### src/rtl/cpu_pkg.sv
// rtl/cpu_pkg.sv - RV32I-subset opcodes, function codes, ALU/immediate enums and immediate generator
package cpu_pkg;

  localparam logic [6:0] OP_R      = 7'b0110011;
  localparam logic [6:0] OP_I      = 7'b0010011;
  localparam logic [6:0] OP_LOAD   = 7'b0000011;
  localparam logic [6:0] OP_STORE  = 7'b0100011;
  localparam logic [6:0] OP_BRANCH = 7'b1100011;
  localparam logic [6:0] OP_JAL    = 7'b1101111;
  localparam logic [6:0] OP_JALR   = 7'b1100111;
  localparam logic [6:0] OP_LUI    = 7'b0110111;

  localparam logic [2:0] F3_ADD = 3'b000;
  localparam logic [2:0] F3_SLL = 3'b001;
  localparam logic [2:0] F3_SLT = 3'b010;
  localparam logic [2:0] F3_XOR = 3'b100;
  localparam logic [2:0] F3_SR  = 3'b101;
  localparam logic [2:0] F3_OR  = 3'b110;
  localparam logic [2:0] F3_AND = 3'b111;
  localparam logic [2:0] F3_W   = 3'b010;
  localparam logic [2:0] F3_BEQ = 3'b000;
  localparam logic [2:0] F3_BNE = 3'b001;
  localparam logic [2:0] F3_BLT = 3'b100;

  localparam logic [6:0] F7_BASE = 7'b0000000;
  localparam logic [6:0] F7_ALT  = 7'b0100000;
  localparam logic [6:0] F7_MUL  = 7'b0000001;

  typedef enum logic [3:0] {
    ALU_ADD, ALU_SUB, ALU_AND, ALU_OR, ALU_XOR, ALU_SLT,
    ALU_SLL, ALU_SRL, ALU_SRA, ALU_MUL, ALU_PASS_B
  } alu_op_t;

  typedef enum logic [2:0] {IMM_I, IMM_S, IMM_B, IMM_J, IMM_U} imm_t;

  typedef enum logic [1:0] {WB_ALU, WB_MEM, WB_PC4} wb_sel_t;

  function automatic logic [31:0] imm_gen(input logic [31:0] i, input imm_t t);
    case (t)
      IMM_S:   return {{20{i[31]}}, i[31:25], i[11:7]};
      IMM_B:   return {{19{i[31]}}, i[31], i[7], i[30:25], i[11:8], 1'b0};
      IMM_J:   return {{11{i[31]}}, i[31], i[19:12], i[20], i[30:21], 1'b0};
      IMM_U:   return {i[31:12], 12'b0};
      default: return {{20{i[31]}}, i[31:20]};
    endcase
  endfunction

endpackage

### src/rtl/cpu_regfile.sv
// rtl/cpu_regfile.sv - 32x32 register file, two async read ports, one write port, x0 reads zero
module cpu_regfile #(
  parameter int WIDTH = 32
) (
  input  logic             clk,
  input  logic             rst_n,
  input  logic [4:0]       raddr1,
  input  logic [4:0]       raddr2,
  output logic [WIDTH-1:0] rdata1,
  output logic [WIDTH-1:0] rdata2,
  input  logic             we,
  input  logic [4:0]       waddr,
  input  logic [WIDTH-1:0] wdata
);

  logic [WIDTH-1:0] regs [32];

  always_ff @(posedge clk or negedge rst_n) begin
    if (!rst_n) begin
      for (int i = 0; i < 32; i++) regs[i] <= '0;
    end else if (we && waddr != 5'd0) begin
      regs[waddr] <= wdata;
    end
  end

  assign rdata1 = (raddr1 == 5'd0) ? '0 : regs[raddr1];
  assign rdata2 = (raddr2 == 5'd0) ? '0 : regs[raddr2];

endmodule

### src/rtl/cpu_core.sv
// rtl/cpu_core.sv - single-cycle RV32I-subset core; CPU_MUL_EN adds single-cycle MUL
module cpu_core
  import cpu_pkg::*;
#(
  parameter int WIDTH = 32
) (
  input  logic             CLK,
  input  logic             RESET,
  input  logic [WIDTH-1:0] INSTR,
  input  logic [WIDTH-1:0] READ_MEM_DATA,
  output logic [WIDTH-1:0] PC,
  output logic [WIDTH-1:0] MEM_ADDR,
  output logic             WRITE_MEM_EN,
  output logic [WIDTH-1:0] WRITE_MEM_DATA
);

  logic [6:0] opcode, funct7;
  logic [2:0] funct3;
  logic [4:0] rd, rs1, rs2;

  assign opcode = INSTR[6:0];
  assign rd     = INSTR[11:7];
  assign funct3 = INSTR[14:12];
  assign rs1    = INSTR[19:15];
  assign rs2    = INSTR[24:20];
  assign funct7 = INSTR[31:25];

  alu_op_t          alu_op;
  imm_t             imm_sel;
  wb_sel_t          wb_sel;
  logic             use_imm, reg_we, mem_we, is_branch, is_jal, is_jalr;
  logic [WIDTH-1:0] rs1_val, rs2_val, imm, alu_b, alu_result, wb_data, pc_plus4, next_pc;
  logic             branch_taken;

  always_comb begin
    alu_op    = ALU_ADD;
    imm_sel   = IMM_I;
    wb_sel    = WB_ALU;
    use_imm   = 1'b0;
    reg_we    = 1'b0;
    mem_we    = 1'b0;
    is_branch = 1'b0;
    is_jal    = 1'b0;
    is_jalr   = 1'b0;
    case (opcode)
      OP_R: begin
        reg_we = 1'b1;
        if (funct7 == F7_BASE) begin
          case (funct3)
            F3_ADD:  alu_op = ALU_ADD;
            F3_SLL:  alu_op = ALU_SLL;
            F3_SLT:  alu_op = ALU_SLT;
            F3_XOR:  alu_op = ALU_XOR;
            F3_SR:   alu_op = ALU_SRL;
            F3_OR:   alu_op = ALU_OR;
            default: alu_op = ALU_AND;
          endcase
        end else if (funct7 == F7_ALT && funct3 == F3_ADD) begin
          alu_op = ALU_SUB;
        end else if (funct7 == F7_ALT && funct3 == F3_SR) begin
          alu_op = ALU_SRA;
`ifdef CPU_MUL_EN
        end else if (funct7 == F7_MUL && funct3 == F3_ADD) begin
          alu_op = ALU_MUL;
`endif
        end else begin
          reg_we = 1'b0;
        end
      end
      OP_I: begin
        use_imm = 1'b1;
        reg_we  = 1'b1;
        case (funct3)
          F3_ADD:  alu_op = ALU_ADD;
          F3_SLT:  alu_op = ALU_SLT;
          F3_XOR:  alu_op = ALU_XOR;
          F3_OR:   alu_op = ALU_OR;
          F3_AND:  alu_op = ALU_AND;
          default: reg_we = 1'b0;
        endcase
      end
      OP_LOAD: begin
        use_imm = 1'b1;
        wb_sel  = WB_MEM;
        reg_we  = (funct3 == F3_W);
      end
      OP_STORE: begin
        use_imm = 1'b1;
        imm_sel = IMM_S;
        mem_we  = (funct3 == F3_W);
      end
      OP_BRANCH: begin
        imm_sel   = IMM_B;
        alu_op    = ALU_SUB;
        is_branch = (funct3 == F3_BEQ) || (funct3 == F3_BNE) || (funct3 == F3_BLT);
      end
      OP_JAL: begin
        imm_sel = IMM_J;
        wb_sel  = WB_PC4;
        reg_we  = 1'b1;
        is_jal  = 1'b1;
      end
      OP_JALR: begin
        use_imm = 1'b1;
        wb_sel  = WB_PC4;
        reg_we  = (funct3 == 3'b000);
        is_jalr = (funct3 == 3'b000);
      end
      OP_LUI: begin
        imm_sel = IMM_U;
        use_imm = 1'b1;
        alu_op  = ALU_PASS_B;
        reg_we  = 1'b1;
      end
      default: ;
    endcase
  end

  cpu_regfile #(.WIDTH(WIDTH)) u_regfile (
    .clk    (CLK),
    .rst_n  (RESET),
    .raddr1 (rs1),
    .raddr2 (rs2),
    .rdata1 (rs1_val),
    .rdata2 (rs2_val),
    .we     (reg_we),
    .waddr  (rd),
    .wdata  (wb_data)
  );

  assign imm   = imm_gen(INSTR, imm_sel);
  assign alu_b = use_imm ? imm : rs2_val;

  always_comb begin
    alu_result = rs1_val + alu_b;
    case (alu_op)
      ALU_SUB:    alu_result = rs1_val - alu_b;
      ALU_AND:    alu_result = rs1_val & alu_b;
      ALU_OR:     alu_result = rs1_val | alu_b;
      ALU_XOR:    alu_result = rs1_val ^ alu_b;
      ALU_SLT:    alu_result = {{(WIDTH-1){1'b0}}, $signed(rs1_val) < $signed(alu_b)};
      ALU_SLL:    alu_result = rs1_val << alu_b[4:0];
      ALU_SRL:    alu_result = rs1_val >> alu_b[4:0];
      ALU_SRA:    alu_result = $signed(rs1_val) >>> alu_b[4:0];
`ifdef CPU_MUL_EN
      ALU_MUL:    alu_result = rs1_val * alu_b;
`endif
      ALU_PASS_B: alu_result = alu_b;
      default:    ;
    endcase
  end

  always_comb begin
    case (funct3)
      F3_BEQ:  branch_taken = (rs1_val == rs2_val);
      F3_BNE:  branch_taken = (rs1_val != rs2_val);
      default: branch_taken = ($signed(rs1_val) < $signed(rs2_val));
    endcase
  end

  assign pc_plus4 = PC + 32'd4;

  always_comb begin
    if (is_jalr)                             next_pc = alu_result & ~32'd1;
    else if (is_jal || (is_branch && branch_taken)) next_pc = PC + imm;
    else                                     next_pc = pc_plus4;
  end

  always_comb begin
    case (wb_sel)
      WB_MEM:  wb_data = READ_MEM_DATA;
      WB_PC4:  wb_data = pc_plus4;
      default: wb_data = alu_result;
    endcase
  end

  always_ff @(posedge CLK or negedge RESET) begin
    if (!RESET) PC <= '0;
    else        PC <= next_pc;
  end

  // Store strobe is gated by reset so the RAM can never be written while held in reset.
  assign WRITE_MEM_EN   = mem_we & RESET;
  assign MEM_ADDR       = alu_result;
  assign WRITE_MEM_DATA = rs2_val;

endmodule

### config.mk
export PLATFORM = sky130hd
export DESIGN_NAME = cpu_core
export DESIGN_NICKNAME = d
export VERILOG_FILES = /design/src/rtl/cpu_pkg.sv /design/src/rtl/cpu_regfile.sv /design/src/rtl/cpu_core.sv
export SDC_FILE = /design/constraint.sdc
export NUM_CORES = 2
export LEC_CHECK = 0
export ABC_AREA = 1
export CORE_MARGIN = 5
export CORE_UTILIZATION = 40
export DETAILED_ROUTE_END_ITERATION = 10
export DONT_BUFFER_PORTS = 1
export PLACE_DENSITY_LB_ADDON = 0.08
export SYNTH_ARGS = -nofsm -noshare
export SYNTH_HDL_FRONTEND = slang
export SYNTH_HIERARCHICAL = 1
export SYNTH_SLANG_ARGS = --single-unit
### constraint.sdc
create_clock -name CLK -period 5.16 [get_ports CLK]
set_clock_uncertainty 0.15 [all_clocks]
set_input_delay 0.516 -clock CLK [delete_from_list [all_inputs] [get_ports CLK]]
set_output_delay 0.516 -clock CLK [all_outputs]
set_load 0.01 [all_outputs]
**Word-level counts from Yosys, hierarchy flattened**

Cells that the tools add are included.

- Register bits: 1056
- Input bits: 66
- Logic and storage cells: 138

- Add/subtract/negate cells: 4
- $lt $le $gt $ge: 6
- Equal/unequal tests: 32
- Shift-type cells: 3
- Mux-type cells: 36
- Bitwise gates (word level): 7
- Reductions and logical operators: 17

Operators by type and width:

| cell | number |
|---|---|
| 1024-bit bitwise mux | 1 |
| 32-bit binary-select mux with 5-bit select | 2 |
| 32-bit 2-to-1 mux | 10 |
| 32-bit case mux with 9 select lines | 1 |
| 32-bit demux with 5-bit select | 1 |
| 31-bit case mux with 4 select lines | 1 |
| 32-bit adder | 2 |
| 32-bit less-than comparator | 2 |
| 32-bit case mux with 2 select lines | 1 |
| 32-bit by 3-bit adder with 32-bit output (second input constant) | 1 |
| 32-bit bitwise AND | 1 |
| 32-bit == test | 1 |
| 32-bit inequality test | 1 |
| 32-bit OR | 1 |
| 32-bit by 5-bit << shifter with 32-bit output | 1 |
| 32-bit by 5-bit >> shifter with 32-bit output | 1 |
| 32-bit by 5-bit >>> shifter with 32-bit output | 1 |
| 32-bit subtractor | 1 |
| 32-bit XOR | 1 |
| 7-bit by 6-bit == test with 1-bit output (second input constant) | 4 |
| 3-bit case mux with 4 select lines | 2 |
| 7-bit == test (second input constant) | 3 |
| 6-bit >= comparator (second input constant) | 3 |
| 5-bit NOT with 6-bit output | 3 |
| other kinds (28) | 59 |

**Logic depth before layout (Yosys ltp)**

- Word-level depth: 11
- Mapped depth: 42

**Modules after synthesis**

Netlist, hierarchy kept.

Modules (own cells, without submodules):

| module | times used | cells an instance | area each (sq um) |
|---|---|---|---|
| cpu_regfile | 1 | 8327 | 57038.5 |
| cpu_core | 1 | 3087 | 16052.9 |

**Least setup slack after synthesis**

OpenSTA, ideal clock, no wires.

- Path type: in2reg
- From: input port INSTR[20]
- To: register u_regfile/regs[342] in the netlist's numbering
- Setup time: 0.137 ns
- Arrival: 5.116 ns
- Data required time: 4.873 ns
- Path slack: -0.243 ns
- Cell stages on the path: 38
- Buffers on the path: 8
- Cells stage by stage: buf_2 buf_2 buf_2 clkbuf_1 nand2_1 nand3_1 nand3_1 nand2_1 nand2_1 nand3_1 nand2_1 nor2_1 inv_1 nand2_1 nand2_1 inv_2 buf_4 buf_2 [... 2 more ...] nand3_1 nand2_1 nand2_1 a21o_1 nand2_1 nand2_1 a21oi_1 o21ai_0 a21oi_1 a21oi_1 o21ai_0 nand3b_4 nand2_1 nand2_1 inv_1 clkbuf_1 clkbuf_1 a21oi_1

- Word-level cells in the longest chain between the ends: 10

RTL lines:

| element | RTL line | text |
|---|---|---|
| start: declaration | cpu_core.sv:9 | `input logic [WIDTH-1:0] INSTR,` |
| 5-bit NOT with 6-bit output (not written as such) | cpu_regfile.sv:27 | `assign rdata2 = (raddr2 == 5'd0) ? '0 : regs[raddr2];` |
| 32-bit binary-select mux with 5-bit select | cpu_regfile.sv:27 |  |
| 32-bit 2-to-1 mux (not written as such) (2 in a row) | cpu_regfile.sv:27 |  |
| 32-bit 2-to-1 mux (*) | cpu_regfile.sv:27 |  |
| net WRITE_MEM_DATA[2] | cpu_core.sv:14 | `output logic [WIDTH-1:0] WRITE_MEM_DATA` |
| 32-bit 2-to-1 mux (*) | cpu_core.sv:132 | `assign alu_b = use_imm ? imm : rs2_val;` |
| 32-bit adder, or another cell as far along | cpu_core.sv:135 | `alu_result = rs1_val + alu_b;` |
| 32-bit case mux with 9 select lines (*) | cpu_core.sv:136 | `case (alu_op)` |
| net MEM_ADDR[22] | cpu_core.sv:12 | `output logic [WIDTH-1:0] MEM_ADDR,` |
| 32-bit case mux with 2 select lines (*) | cpu_core.sv:170 | `case (wb_sel)` |
| net wb_data[22] | cpu_core.sv:32 | `logic [WIDTH-1:0] rs1_val, rs2_val, imm, alu_b, alu_result, wb_data, pc_plus4, next_pc;` |
| 1024-bit bitwise mux (*) | cpu_regfile.sv:22 | `regs[waddr] <= wdata;` |
| end signal: indexed assignment | cpu_regfile.sv:22 |  |
| end: declaration | cpu_regfile.sv:16 | `logic [WIDTH-1:0] regs [32];` |

The timed path passes the listed nets; every way through them passes the cells marked *. The select of a mux whose other input is x is not followed.
A chain may end at the register's enable or synchronous reset.

**Worst setup path after layout**

- From: input port INSTR[21]
- To: output port MEM_ADDR[27]

- Word-level cells in the longest chain between the ends: 8

RTL lines:

| element | RTL line |
|---|---|
| 5-bit NOT with 6-bit output (not written as such) | cpu_regfile.sv:27 |
| 32-bit binary-select mux with 5-bit select | cpu_regfile.sv:27 |
| 32-bit 2-to-1 mux (not written as such) (2 in a row) | cpu_regfile.sv:27 |
| 32-bit 2-to-1 mux | cpu_regfile.sv:27 |
| 32-bit 2-to-1 mux (*) | cpu_core.sv:132 |
| 32-bit adder, or another cell as far along | cpu_core.sv:135 |
| 32-bit case mux with 9 select lines (*) | cpu_core.sv:136 |
| end: declaration | cpu_core.sv:12 |

Every way passes the cells marked *; elsewhere a longest branch is shown, timed or not. The select of a mux whose other input is x is not followed.

==> metrics.md <==
| Metric | Value |
|---|---|
| Post-DP HPWL | 248000 µm |
| Status | finished with violations |
| PD cells | 320 nW/µm² |
| DR iter-0 viols | 10300 |
| Post-synthesis register bit count | 1056 |
| Final Max Tran Viols | 0 |
| Clock-pin slew on the worst setup and hold paths | 0.06 ns |
| Drt drc | 0 |
| Post-Syn Area | 73100 µm² |
| RSZ-0062 raised after global routing | yes |
| CTS buffer count | 132 |
| Syn Area/Cell | 6.40 µm² |
| Most used cell, CP | buf_4 |
| Synthesized Nets | 11600 |
| CP max stage cell | clkinv_16 |
| CP peak stage delay | 0.28 ns |
| Area growth from synthesis to layout | 29.2% |
| Routability cong. | 1.00 |
| Number of global-route vias before repair | 78200 |
| CP Buf/Inv Count | 15 |
| # IOs | 163 |
| IR drop worst, VDD | 0.000348 V |
| Sink Count | 1056 |
| Sequential cell area fraction in the yosys report | 36.2% |
| Crit. End Element | output port |
| Crit path max-delay family | buffers and inverters |
| Share of cells above drive strength 1 | 19.4% |
| Critical Path AT | 5.17 ns |
| H-tree depth | 4 |
| Fin nets | 12400 |
| Post-synth cell types | 62 |
| Clock tree from TritonCTS | done |
| Pre-antenna DRT Iters | 8 |
| Syn Inst Count | 11400 |
| Total die area | 191000 µm² |
| EDFF count, synth | 0 |
| CP Launch Point | INSTR[21] |
| Post-Place Cells | 14200 |
| Final Hold Viols | 0 |
| Fillers | 18300 |
| CTS root buffer | clkbuf_16 |
| Total track usage | 37.5% |
| IO Port Bufs | 0 |
| Core box area | 181000 µm² |
| Worst setup SP type | input pin |
| Number of routed nets with antenna violations | 0 |
| Pin count of the biggest net entering global routing | 561 |
| Final WL | 384000 µm |
| Fin crit period | 5.84 ns |
| Row cnt | 156 |
| Dpl ws | -1.48 ns |
| Final cell count without fillers | 14600 |
| Chip width | 437 µm |
| Leak | 45.2 nW |
| First-pass GRT wire length | 538000 µm |
| Crit Path Category | in2out |
| Final setup viols | 332 |
| Routed via count | 84700 |
| Starting density of the core | 40.3% |
| Fmax achieved | 171 MHz |
| Worst-skew pair later-pin latency | 0.82 ns |
| Initial antenna violation count | 14 |
| Share of flip-flops with an asynchronous set or reset | 100% |
| Die Y | 437 µm |
| Hold WC Path Type | in2async |
| Pwr Total | 30.2 mW |
| Deepest clock path buffer count | 3 |
| YS warnings | 6 |
| Violated checks | negative setup slack |
| Fin util | 52.1% |
| DR vias/cell | 5.79 |
| Max_cap viols | 0 |
| Dominant synthesized flop cell | dfrtp_1 |
| Rel. slew slack | 5.38% |
| Gr ovfl total | 0 |
| Reg2reg start | u_regfile/regs[0] |
| Final WS setup | -0.677 ns |
| Final Cycle Share | 113% |
| Required time of the critical path | 4.49 ns |
| CP max FO | 254 |
| Actual slew at the worst max-slew pin | 1.42 ns |
| Avg WL per Cell | 26.3 µm |
## power by group
part	internal, mW	switching (mW)
clock network	5.66	4.05
logic	4.33	6.91
registers	8.68	0.591
## final timing paths
check                                       endpoint  slack, ns  depth (start not counted)
worst min register to register  u_regfile/regs[1000]       0.25                          0
worst max register to register   u_regfile/regs[854]       0.36                         35
worst min-delay path             u_regfile/regs[939]       0.02                          2
worst max-delay path                    MEM_ADDR[27]      -0.68                         30
max in group asynchronous        u_regfile/regs[573]       0.97                          7
min in group CLK                 u_regfile/regs[371]       0.07                          4
## layer usage
layer / vias to the layer above / global-route usage (%) / share of wire [%] / wire (µm)
met4: 14 / 18.2 / 6.1 / 23400
li1: 38800 / - / - / -
met2: 4375 / 58.0 / 44 / 168000
met1: 40700 / 51.1 / 41 / 159000
met3: 861 / 6.36 / 8.9 / 34100
met5: - / 0 / 0.056 / 216
## cells by family (layout without fill, tap and decap cells)
group                      count (synthesis)  count (layout)  synth area share, %
DFF                                     1056            1056                 36.2
and+or+nand+nor                         6994            6996                 40.1
xor gates and xnor gates                  48              48                0.575
other                                      0               4                    0
adders and majority gates                157             157                 2.71
buffers and inverters                   1400            2230                 7.87
AOI/OAI and AO/OA                       1759            1759                 12.6
## synthesized netlist by cell type, drive strengths merged, types with 7 or more instances
library cell	count	area share, %
a211oi	8	0.082
a21boi	7	0.072
a21o	7	0.072
a21oi	854	5.8
a22o	7	0.084
a31oi	9	0.077
and2	8	0.068
buf	331	2.4
clkbuf	542	2.8
dfrtp	1056	36
ha	155	2.7
inv	523	2.7
nand2	3897	20
nand3	1856	13
nand4	31	0.27
nor2	1134	6.1
nor3	37	0.29
nor4	12	0.15
o211ai	50	0.51
o21a	13	0.13
o21ai	758	5.2
o21bai	7	0.072
o221ai	9	0.11
o22ai	8	0.068
or2	12	0.10
xnor2	18	0.22
xor2	30	0.36
## through the flow
stage	hold slack, ns	setup TNS, ns	area, µm²
global placement	0.0719	-818.51	84300
floorplan	0.0704	0	73100
detailed placement	0.0721	-1025.78	84300
finish	0.0212	-43.14	94400
CTS	0.00258	-13.95	91700
global route	0.0205	-36.37	94400
## flip-flops by register name, indices dropped and copies added (netlist names)
| name | count |
|---|---|
| PC | 32 |
| u_regfile/regs | 1024 |
## timing repair
item                                   CTS  global route
hold buffers                             3             0
buffers inserted                        67            64
setup endpoints to repair              731          1057
pin swaps                               75           156
endpoints found under the hold margin  233             0
gates cloned                            18            24
resized for setup                      501           435
## cell usage in the layout (no fill, tap or decap), types with 12 or more instances in the layout
master / synthesis / layout
nand2_1: 3869 / 3719
nand3_1: 1840 / 1726
buf_4: 22 / 1142
dfrtp_1: 1056 / 1056
nor2_1: 1106 / 1015
a21oi_1: 854 / 795
o21ai_0: 711 / 647
inv_1: 502 / 444
clkbuf_16: 0 / 155
buf_12: 0 / 155
nand2_2: 23 / 137
ha_1: 155 / 123
nand3_2: 16 / 105
buf_6: 22 / 87
nor2_2: 14 / 67
inv_2: 19 / 62
o21ai_1: 43 / 57
o211ai_1: 50 / 50
a21oi_2: 0 / 47
o21ai_2: 4 / 46
nor2_4: 3 / 41
nand2_4: 5 / 39
buf_16: 0 / 39
clkbuf_1: 541 / 33
nand4_1: 31 / 31
ha_4: 0 / 30
xor2_1: 30 / 29
clkbuf_8: 0 / 27
nand3_4: 0 / 25
nor3_1: 32 / 22
xnor2_1: 18 / 18
buf_8: 0 / 16
clkinv_2: 0 / 15
o21a_1: 13 / 13
nor3_2: 5 / 13
a21oi_4: 0 / 12
## layout make-up
class / count / area (µm²) / share of cell area [%]
multi-input combinational: 8960 / 43900 / 46.5
sequential: 1056 / 26400 / 28.0
timing repair buffer: 1465 / 14600 / 15.5
clock buffer: 194 / 3850 / 4.08
tap: 2370 / 2970 / 3.14
inverter: 527 / 2080 / 2.21
clock inverter: 44 / 616 / 0.652
antenna: 4 / 10.0 / 0.0106
Power figures use the tool's default switching activity.
